===== src/rtl/alu_seq_pkg.sv =====
// alu_seq_pkg
//   Shared definitions for the ALU sequencer: data width, register count,
//   sequencer state encoding and the opcode values driven on alu_op.
package alu_seq_pkg;

  localparam int DATA_W = 16;
  localparam int NREG   = 4;
  localparam int REG_AW = $clog2(NREG);

  typedef enum logic [1:0] {
    IDLE  = 2'd0,
    ISSUE = 2'd1,
    DONE  = 2'd2
  } state_t;

  localparam logic [2:0] OP_NOTINC = 3'd0;
  localparam logic [2:0] OP_INC    = 3'd1;
  localparam logic [2:0] OP_ADC    = 3'd2;
  localparam logic [2:0] OP_ADDSH  = 3'd3;
  localparam logic [2:0] OP_AND    = 3'd4;
  localparam logic [2:0] OP_OR     = 3'd5;
  localparam logic [2:0] OP_PACK   = 3'd6;
  localparam logic [2:0] OP_LOAD   = 3'd7;

  // Carry is only meaningful to the ALU for add-with-carry.
  function automatic logic fwd_carry(input logic [2:0] op, input logic cin);
    return (op == OP_ADC) ? cin : 1'b0;
  endfunction

endpackage


===== src/rtl/alu_seq_regfile.sv =====
// alu_seq_regfile
//   NREG x DATA_W register file.
//   Ports:
//     clk, rst          clock, synchronous active-high reset (clears all regs)
//     we, waddr, wdata  single synchronous write port
//     raddr_a/rdata_a   asynchronous read port A
//     raddr_b/rdata_b   asynchronous read port B
//   Reads are combinational, so a read and a write to the same register in
//   the same cycle return the value from before the write.
module alu_seq_regfile
  import alu_seq_pkg::*;
(
  input  logic              clk,
  input  logic              rst,
  input  logic              we,
  input  logic [REG_AW-1:0] waddr,
  input  logic [DATA_W-1:0] wdata,
  input  logic [REG_AW-1:0] raddr_a,
  output logic [DATA_W-1:0] rdata_a,
  input  logic [REG_AW-1:0] raddr_b,
  output logic [DATA_W-1:0] rdata_b
);

  logic [DATA_W-1:0] regs [NREG];

  // One flop bank per register, each owning its own write decode.
  generate
    for (genvar gi = 0; gi < NREG; gi++) begin : g_reg
      localparam logic [REG_AW-1:0] IDX = REG_AW'(gi);
      logic [DATA_W-1:0] q_reg;

      always_ff @(posedge clk) begin
        if (rst) begin
          q_reg <= '0;
        end else if (we && (waddr == IDX)) begin
          q_reg <= wdata;
        end
      end

      assign regs[gi] = q_reg;
    end
  endgenerate

  assign rdata_a = regs[raddr_a];
  assign rdata_b = regs[raddr_b];

endmodule


===== src/rtl/alu_sequencer.sv =====
// alu_sequencer
//   Serialises one instruction at a time onto an external 16-bit ALU.
//   Ports:
//     clk, rst                    clock, synchronous active-high reset
//     instr_valid/instr_ready     instruction handshake
//     instr_op/rd/ra/rb/cin/imm   instruction fields
//     alu_a, alu_b, alu_c, alu_op registered operand drives to the ALU
//     alu_w, alu_zero, alu_neg    ALU result and flags
//     res_valid                   one-cycle commit pulse
//     res_data, res_zero, res_neg last committed value and flags
//   ALU ops take IDLE -> ISSUE -> DONE; LOAD skips ISSUE and goes straight
//   to DONE. res_valid is high exactly while in DONE.
module alu_sequencer
  import alu_seq_pkg::*;
(
  input  logic              clk,
  input  logic              rst,
  input  logic              instr_valid,
  output logic              instr_ready,
  input  logic [2:0]        instr_op,
  input  logic [REG_AW-1:0] instr_rd,
  input  logic [REG_AW-1:0] instr_ra,
  input  logic [REG_AW-1:0] instr_rb,
  input  logic              instr_cin,
  input  logic [DATA_W-1:0] instr_imm,
  output logic [DATA_W-1:0] alu_a,
  output logic [DATA_W-1:0] alu_b,
  output logic              alu_c,
  output logic [2:0]        alu_op,
  input  logic [DATA_W-1:0] alu_w,
  input  logic              alu_zero,
  input  logic              alu_neg,
  output logic              res_valid,
  output logic [DATA_W-1:0] res_data,
  output logic              res_zero,
  output logic              res_neg
);

  state_t            state_reg;
  logic [REG_AW-1:0] rd_reg;
  logic [DATA_W-1:0] alu_a_reg;
  logic [DATA_W-1:0] alu_b_reg;
  logic              alu_c_reg;
  logic [2:0]        alu_op_reg;
  logic              res_valid_reg;
  logic [DATA_W-1:0] res_data_reg;
  logic              res_zero_reg;
  logic              res_neg_reg;

  logic              accept;
  logic              is_load;
  logic              rf_we;
  logic [REG_AW-1:0] rf_waddr;
  logic [DATA_W-1:0] rf_wdata;
  logic [DATA_W-1:0] rf_rdata_a;
  logic [DATA_W-1:0] rf_rdata_b;

  assign instr_ready = (state_reg == IDLE) && !rst;
  assign accept      = instr_valid && instr_ready;
  assign is_load     = (instr_op == OP_LOAD);

  // Single write per instruction: the immediate at a LOAD accept, or the
  // ALU result at the end of ISSUE. Gating with rst aborts an in-flight op.
  assign rf_we    = !rst && ((accept && is_load) || (state_reg == ISSUE));
  assign rf_waddr = (state_reg == ISSUE) ? rd_reg : instr_rd;
  assign rf_wdata = (state_reg == ISSUE) ? alu_w  : instr_imm;

  alu_seq_regfile u_regfile (
    .clk     (clk),
    .rst     (rst),
    .we      (rf_we),
    .waddr   (rf_waddr),
    .wdata   (rf_wdata),
    .raddr_a (instr_ra),
    .rdata_a (rf_rdata_a),
    .raddr_b (instr_rb),
    .rdata_b (rf_rdata_b)
  );

  always_ff @(posedge clk) begin
    if (rst) begin
      state_reg     <= IDLE;
      rd_reg        <= '0;
      alu_a_reg     <= '0;
      alu_b_reg     <= '0;
      alu_c_reg     <= 1'b0;
      alu_op_reg    <= '0;
      res_valid_reg <= 1'b0;
      res_data_reg  <= '0;
      res_zero_reg  <= 1'b0;
      res_neg_reg   <= 1'b0;
    end else begin
      case (state_reg)
        IDLE: begin
          res_valid_reg <= 1'b0;
          if (accept) begin
            if (is_load) begin
              res_data_reg  <= instr_imm;
              res_zero_reg  <= (instr_imm == '0);
              res_neg_reg   <= instr_imm[DATA_W-1];
              res_valid_reg <= 1'b1;
              state_reg     <= DONE;
            end else begin
              rd_reg     <= instr_rd;
              alu_a_reg  <= rf_rdata_a;
              alu_b_reg  <= rf_rdata_b;
              alu_op_reg <= instr_op;
              alu_c_reg  <= fwd_carry(instr_op, instr_cin);
              state_reg  <= ISSUE;
            end
          end
        end
        ISSUE: begin
          res_data_reg  <= alu_w;
          res_zero_reg  <= alu_zero;
          res_neg_reg   <= alu_neg;
          res_valid_reg <= 1'b1;
          state_reg     <= DONE;
        end
        DONE: begin
          res_valid_reg <= 1'b0;
          state_reg     <= IDLE;
        end
        default: begin
          res_valid_reg <= 1'b0;
          state_reg     <= IDLE;
        end
      endcase
    end
  end

  assign alu_a     = alu_a_reg;
  assign alu_b     = alu_b_reg;
  assign alu_c     = alu_c_reg;
  assign alu_op    = alu_op_reg;
  assign res_valid = res_valid_reg;
  assign res_data  = res_data_reg;
  assign res_zero  = res_zero_reg;
  assign res_neg   = res_neg_reg;

endmodule


===== config.mk =====
export PLATFORM = sky130hd
export DESIGN_NAME = alu_sequencer
export DESIGN_NICKNAME = d
export VERILOG_FILES = /design/src/rtl/alu_seq_pkg.sv /design/src/rtl/alu_seq_regfile.sv /design/src/rtl/alu_sequencer.sv
export SDC_FILE = /design/constraint.sdc
export NUM_CORES = 1
export LEC_CHECK = 0
export CAP_MARGIN = 20
export CORE_MARGIN = 2
export CORE_UTILIZATION = 55
export DETAILED_ROUTE_END_ITERATION = 7
export HOLD_SLACK_MARGIN = 0.12
export PLACE_DENSITY = 0.83
export SETUP_SLACK_MARGIN = 0.05
export SYNTH_ARGS = -nofsm -noshare
export SYNTH_HDL_FRONTEND = slang
export SYNTH_SLANG_ARGS = --single-unit

===== constraint.sdc =====
create_clock -name clk -period 6.09 [get_ports clk]
set_clock_uncertainty 0.05 [all_clocks]
set_input_delay 1.827 -clock clk [delete_from_list [all_inputs] [get_ports clk]]
set_output_delay 1.827 -clock clk [all_outputs]
set_load 0.005 [all_outputs]

==> impl_metrics.yaml <==
clocking:
  clock_tree.root_cell: "sky130_fd_sc_hd__clkbuf_8"
  post_cts.repair.setup_buffers: 0
  insertion_delay_ns: 0.53
  cts_resized: 0
  cts.path.max_buffers: 2
  cts_hold_buf: 0
  tritoncts: "done"
  cts.clk_slew.worst_paths_ns: 0.05
  ctsHtreeMaxLevel: 4
  cts_inserted_buffers: 17
  clock-sinks: 123
timing:
  totalNegativeSetupSlack_ns: 0
  max_freq_ghz: 0.2243
  max-slew-margin-rel_pct: 27.63
  setup_viol: 0
  timing_worst_slew_pin_value_ns: 1.086
  fin_crit_period_ns: 4.458
  finalHoldViolations: 0
  grt_setup_unrepaired: "no"
  share_of_the_clock_period_used_by_the_worst_path_pct: 73.21
  finalMaxSlewViolations: 0
power:
  ir_drop_worst_vdd_v: 0.0001910
  power.density_cell_area_nw_per_um2: 286.2
  total_leakage_power_nw: 2.695
setup_path:
  worstPathCellList: "buf_2, nor3_1, clkdlybuf4s50_1"
  setup.worst_path.start_class: "primary input"
  crit_slowest_cell: "sky130_fd_sc_hd__clkdlybuf4s50_1"
  timing_worst_setup_path_type: "primary input to primary output"
  arrival_ns: 2.58
  worstPathMaxFanout: 2
  crit_path_end_kind: "primary output"
  cp_data_required_time_ns: 4.21
  worst_path_largest_cell_delay_ns: 0.53
final_layout:
  fin_area_sq_um: 7244
  num_antenna_cells: 0
  nFillCells: 688
  syn_to_final_growth_pct: 30.61
  largest_register_ffs: 64
  final_core_utilization_pct: 74.12
  finish.net_count: 658
  drive_above_1_share_pct: 13.50
floorplan:
  die_h_um: 104.4
  core_region_area_sq_um: 9774
  floorplan.initialDensity_pct: 56.75
  design.portCount: 103
  fp-row-count: 36
  fp.dieArea_sq_um: 10900
  die_width_um: 104.4
grt:
  number_of_global_route_vias_before_repair: 4136
  globalRouteTotalUtil_pct: 24.18
  gr-total-overflow: 0
  wire_length_of_the_first_global_routing_pass_um: 20730
  grt_antenna_before_repair: 0
  grt_start_max_net_pins: 125
drt:
  postRouteAntennaNets: 0
  remaining_drc_errors: 0
  routed_wl_um: 13030
  vias_per_cell: 5.572
  detailedRoute.firstIterationViolations: 188
  drt_pre_antenna_iters: 5
  dr_total_vias: 4207
  post_drt_wl_per_cell_um: 17.25
synthesis:
  synth_warnings: 0
  yosysSeqAreaShare_pct: 44.39
  avgSynthCellArea_sq_um: 10.67
  postSynthRegisterBits: 123
  synth.net_count: 567
  flip_flop_cell_with_the_highest_count_after_synthesis: "sky130_fd_sc_hd__dfxtp_1"
  share_of_synthesized_flip_flops_with_an_asynchronous_set_or_reset_pct: 0
  cell_area_after_synthesis_sq_um: 5547
  synthCells: 520
  synth_cell_types: 34
  synth_enable_flop_cells: 0
placed_design:
  port-buffer-count: 102
  placedInstanceArea_sq_um: 6608
  place_congestion: 0.7492
  dp_hpwl_um: 8213
status:
  status: "finished clean"
min_path:
  worst_hold_path_type: "flip-flop to flip-flop"
run:
  max_cap_viol_count: 0
==> cell families (layout without fill, tap and decap cells) <==
| logic type | count (synthesis) | in the layout | share of synthesized area, % |
|---|---|---|---|
| simple gates | 179 | 179 | 16.85 |
| flops | 123 | 123 | 44.39 |
| mux | 117 | 117 | 28.67 |
| compound gates | 56 | 56 | 6.091 |
| buf+inv | 45 | 147 | 3.993 |
==> cell type report <==
class / instances / area [sq um] / area share [%]
clock inverter: 9 / 145.1 / 2.003
timing repair buffer: 113 / 1141 / 15.75
tap: 133 / 166.4 / 2.297
sequential: 123 / 2462 / 33.99
clock buffer: 21 / 449.2 / 6.200
multi-input combinational: 352 / 2865 / 39.55
inverter: 4 / 15.01 / 0.2073
==> through the flow <==
stage / cells / setup WS [ns] / hold slack [ns] / total power (W)
floorplan: 520 / 1.353 / 0.3986 / 0.0009831
global placement: 721 / 1.640 / 0.3926 / 0.001062
detailed placement: 723 / 1.636 / 0.3953 / 0.001070
CTS: 753 / 1.634 / 0.4026 / 0.002077
global route: 755 / 1.598 / 0.4197 / 0.002131
finish: 755 / 1.632 / 0.4011 / 0.002074
==> critical path, delay by kind of cell <==
kind,cells,cell delay [ns]
simple gates,1,0.12
buf+inv,2,0.64
==> cell usage after synthesis, types with 2 or more instances <==
| cell type | n | area [sq um] |
|---|---|---|
| sky130_fd_sc_hd__inv_1 | 2 | 7.510 |
| sky130_fd_sc_hd__buf_4 | 4 | 30.03 |
| sky130_fd_sc_hd__nor3_4 | 2 | 32.53 |
| sky130_fd_sc_hd__buf_1 | 2 | 7.510 |
| sky130_fd_sc_hd__nand2b_1 | 66 | 412.9 |
| sky130_fd_sc_hd__inv_2 | 2 | 7.510 |
| sky130_fd_sc_hd__nor4_1 | 4 | 25.02 |
| sky130_fd_sc_hd__mux4_2 | 32 | 720.7 |
| sky130_fd_sc_hd__nand3_4 | 2 | 35.03 |
| sky130_fd_sc_hd__dfxtp_1 | 123 | 2462 |
| sky130_fd_sc_hd__a211oi_1 | 16 | 120.1 |
| sky130_fd_sc_hd__clkbuf_1 | 20 | 75.07 |
| sky130_fd_sc_hd__buf_2 | 12 | 60.06 |
| sky130_fd_sc_hd__nand2_1 | 71 | 266.5 |
| sky130_fd_sc_hd__a21oi_1 | 35 | 175.2 |
| sky130_fd_sc_hd__nor3_1 | 4 | 20.02 |
| sky130_fd_sc_hd__mux2i_1 | 82 | 820.8 |
| sky130_fd_sc_hd__nor2_1 | 23 | 86.33 |
| sky130_fd_sc_hd__buf_6 | 3 | 33.78 |
==> cells in the final DEF (no fill, tap or decap), types with 2 or more instances in the layout <==
cell type / n
sky130_fd_sc_hd__nor4_1: 4
sky130_fd_sc_hd__dfxtp_1: 123
sky130_fd_sc_hd__mux4_2: 32
sky130_fd_sc_hd__bufinv_16: 4
sky130_fd_sc_hd__clkdlybuf4s50_1: 101
sky130_fd_sc_hd__buf_8: 3
sky130_fd_sc_hd__clkbuf_8: 3
sky130_fd_sc_hd__nor3_1: 4
sky130_fd_sc_hd__a211oi_1: 16
sky130_fd_sc_hd__clkbuf_16: 16
sky130_fd_sc_hd__a21oi_1: 35
sky130_fd_sc_hd__inv_2: 2
sky130_fd_sc_hd__nor2_1: 23
sky130_fd_sc_hd__nor3_4: 2
sky130_fd_sc_hd__nand2_1: 71
sky130_fd_sc_hd__inv_1: 2
sky130_fd_sc_hd__buf_4: 7
sky130_fd_sc_hd__mux2i_1: 82
sky130_fd_sc_hd__nand2b_1: 66
sky130_fd_sc_hd__nand3_4: 2
sky130_fd_sc_hd__clkinv_2: 5
sky130_fd_sc_hd__clkbuf_1: 2
==> report_power, final <==
| part | leakage, nW | switching [W] | total, W | internal [W] |
|---|---|---|---|---|
| clock | 0.297 | 0.000340 | 0.00102 | 0.000677 |
| sequential | 0.996 | 0.0000173 | 0.000849 | 0.000832 |
| combinational | 1.40 | 0.0000994 | 0.000208 | 0.000108 |
==> worst paths after layout <==
path	start	end	slack [ns]	cells past startpoint
max reg2reg	state_reg[0]	u_regfile.g_reg[3].q_reg[4]	3.70	6
min reg2reg	alu_op[1]	alu_op[1]	0.40	2
max	rst	instr_ready	1.63	3
min	alu_op[1]	alu_op[1]	0.40	2
==> routing by layer <==
metal  up-vias  track usage, %  share of wire (%)
li1       2007               -                  -
met1      2023           31.98                 45
met2       157           38.70                 48
met3        20           5.451                5.7
met4         0           9.363                1.8
met5         -               0                  0
Power figures use the tool's default switching activity.
==> patch (same settings) <==
Re-encode `state_t` (3 states) as one-hot, 3 bits wide.
--- a/src/rtl/alu_seq_pkg.sv
+++ b/src/rtl/alu_seq_pkg.sv
@@ -7,10 +7,10 @@
   localparam int NREG   = 4;
   localparam int REG_AW = $clog2(NREG);
 
-  typedef enum logic [1:0] {
-    IDLE  = 2'd0,
-    ISSUE = 2'd1,
-    DONE  = 2'd2
+  typedef enum logic [2:0] {
+    IDLE  = 3'b001,
+    ISSUE = 3'b010,
+    DONE  = 3'b100
   } state_t;
 
   localparam logic [2:0] OP_NOTINC = 3'd0;
Formal check against the unedited RTL: same outputs for any inputs over 4 cycles, from zero or initial values and one cycle with rst high; so few cycles prove little.
==> patch against the original RTL <==
  * Sequential cell count up 1
  * Critical path type unchanged
  * Sequential share of layout area down 0.63 points
  * Register-to-register slack worse by 0.45 ns
  * Area after synthesis up 2.8%
  * Total power up 4.5%
  * Largest power group unchanged
  * Setup slack worse by 0.25 ns
  * Clock power up 16%
  * Worst hold slack better by 0.0036 ns
  * Routed wire length up 12%
  * Maximum frequency down 5.4%
  * Non-clock buffer count unchanged
  * Design area up 2.7%
  * Die area up 2.7%
  * Critical path depth unchanged
==> patch: results (changes against the original RTL) <==
- Max incr delay on CP: 0.58 ns (+0.05 ns)
- Nets: 679 (+3.2%)
- Sw frac: 0.214 (-0.00594)
- Reg2Reg Depth: 7 (+1)
- Worst reg2reg path startpoint: state_reg[2]$_SDFFE_PP0P_
- Peak VDD IR: 178 uV (-6.6%)
- Area contributors post-synth: dfxtp_1, mux2i_1, mux4_2
- Met3 Resource Use GR: 0.0594 (+0.00486)
- Final HPWL DP: 9100 um (+11%)
- R2R setup slack: 3.25 ns (-0.45 ns)
- Hold Path End: alu_b[15]$_SDFFE_PP0P_
- Sequential share of power: 0.385 (-0.024)
- Synth Area in Compound Gates: 0.0709 (+0.00996)
- Worst slack, placed: 1.39 ns (-0.245 ns)
- Starting DRC count in detailed routing: 280 (+49%)
- Synth unique cells: 39 (+15%)
- Net Count, Synth: 592 (+4.4%)
- Critical R2R Capture: alu_a[4]$_SDFFE_PP0P_
- Syn_area_per_cell: 10.5 um^2 (-1.9%)
- Post-DP Area: 6720 um^2 (+1.7%)
- Total Routing Usage GR: 0.269 (+0.0273)
- Vias post-DR: 4503 (+7.0%)
- Worst slew margin: 0.337 (+0.0609)
- Global-route wire length before repair: 23300 um (+12%)
- Post-synth top cells: dfxtp_1, mux2i_1, nand2_1, nand2b_1, a21oi_1
- Largest net degree at the start of global routing: 128 (+2.4%)
- Met1 usage: 0.297 (-0.0224)
- Wire per inst: 18.7 um (+8.6%)
- Combinational power: 0.154 mW (-26%)
- Placer congestion estimate: 0.795 (+6.1%)
- Placed cell count: 748 (+3.5%)
- Fillers: 701 (+1.9%)
- CP Data Arrival Time: 2.83 ns (+0.25 ns)
- Share of cells above drive strength 1: 0.127 (-0.00792)
- Status: finished, final reports clean
- Vias in the first global route: 4645 (+12%)
## patch: area by class of cell
class / instances / area [um^2] / area share
Sequential cell: 124 / 2480 / 0.334
Tap cell: 136 / 170 / 0.0229
Clock buffer: 18 / 428 / 0.0575
Timing Repair Buffer: 113 / 1120 / 0.150
Multi-Input combinational cell: 373 / 2970 / 0.398
Inverter: 3 / 11.3 / 0.00151
Clock inverter: 14 / 267 / 0.0358
## patch: logic make-up (layout without fill, tap and decap cells)
kind of cell           after synthesis  after routing
AND/OR/NAND/NOR                    183            183
flip-flops                         124            124
multiplexers                       116            116
AO/OA/AOI/OAI                       74             74
buffers and inverters               48            148
## patch: worst min-delay path, delay by kind of cell (launching register included)
kind	cells	cell delay, ns
flip-flops	1	0.31
AO/OA/AOI/OAI	1	0.05
AND/OR/NAND/NOR	1	0.05
## patch: metal layers
metal  routed length, um  vias to the layer above  share of wire
met3                 577                       29          0.039
li1                    -                     2099              -
met1                5610                     2239           0.38
met2                8070                      136           0.55
met4                 376                        0          0.026
met5                   0                        -              0
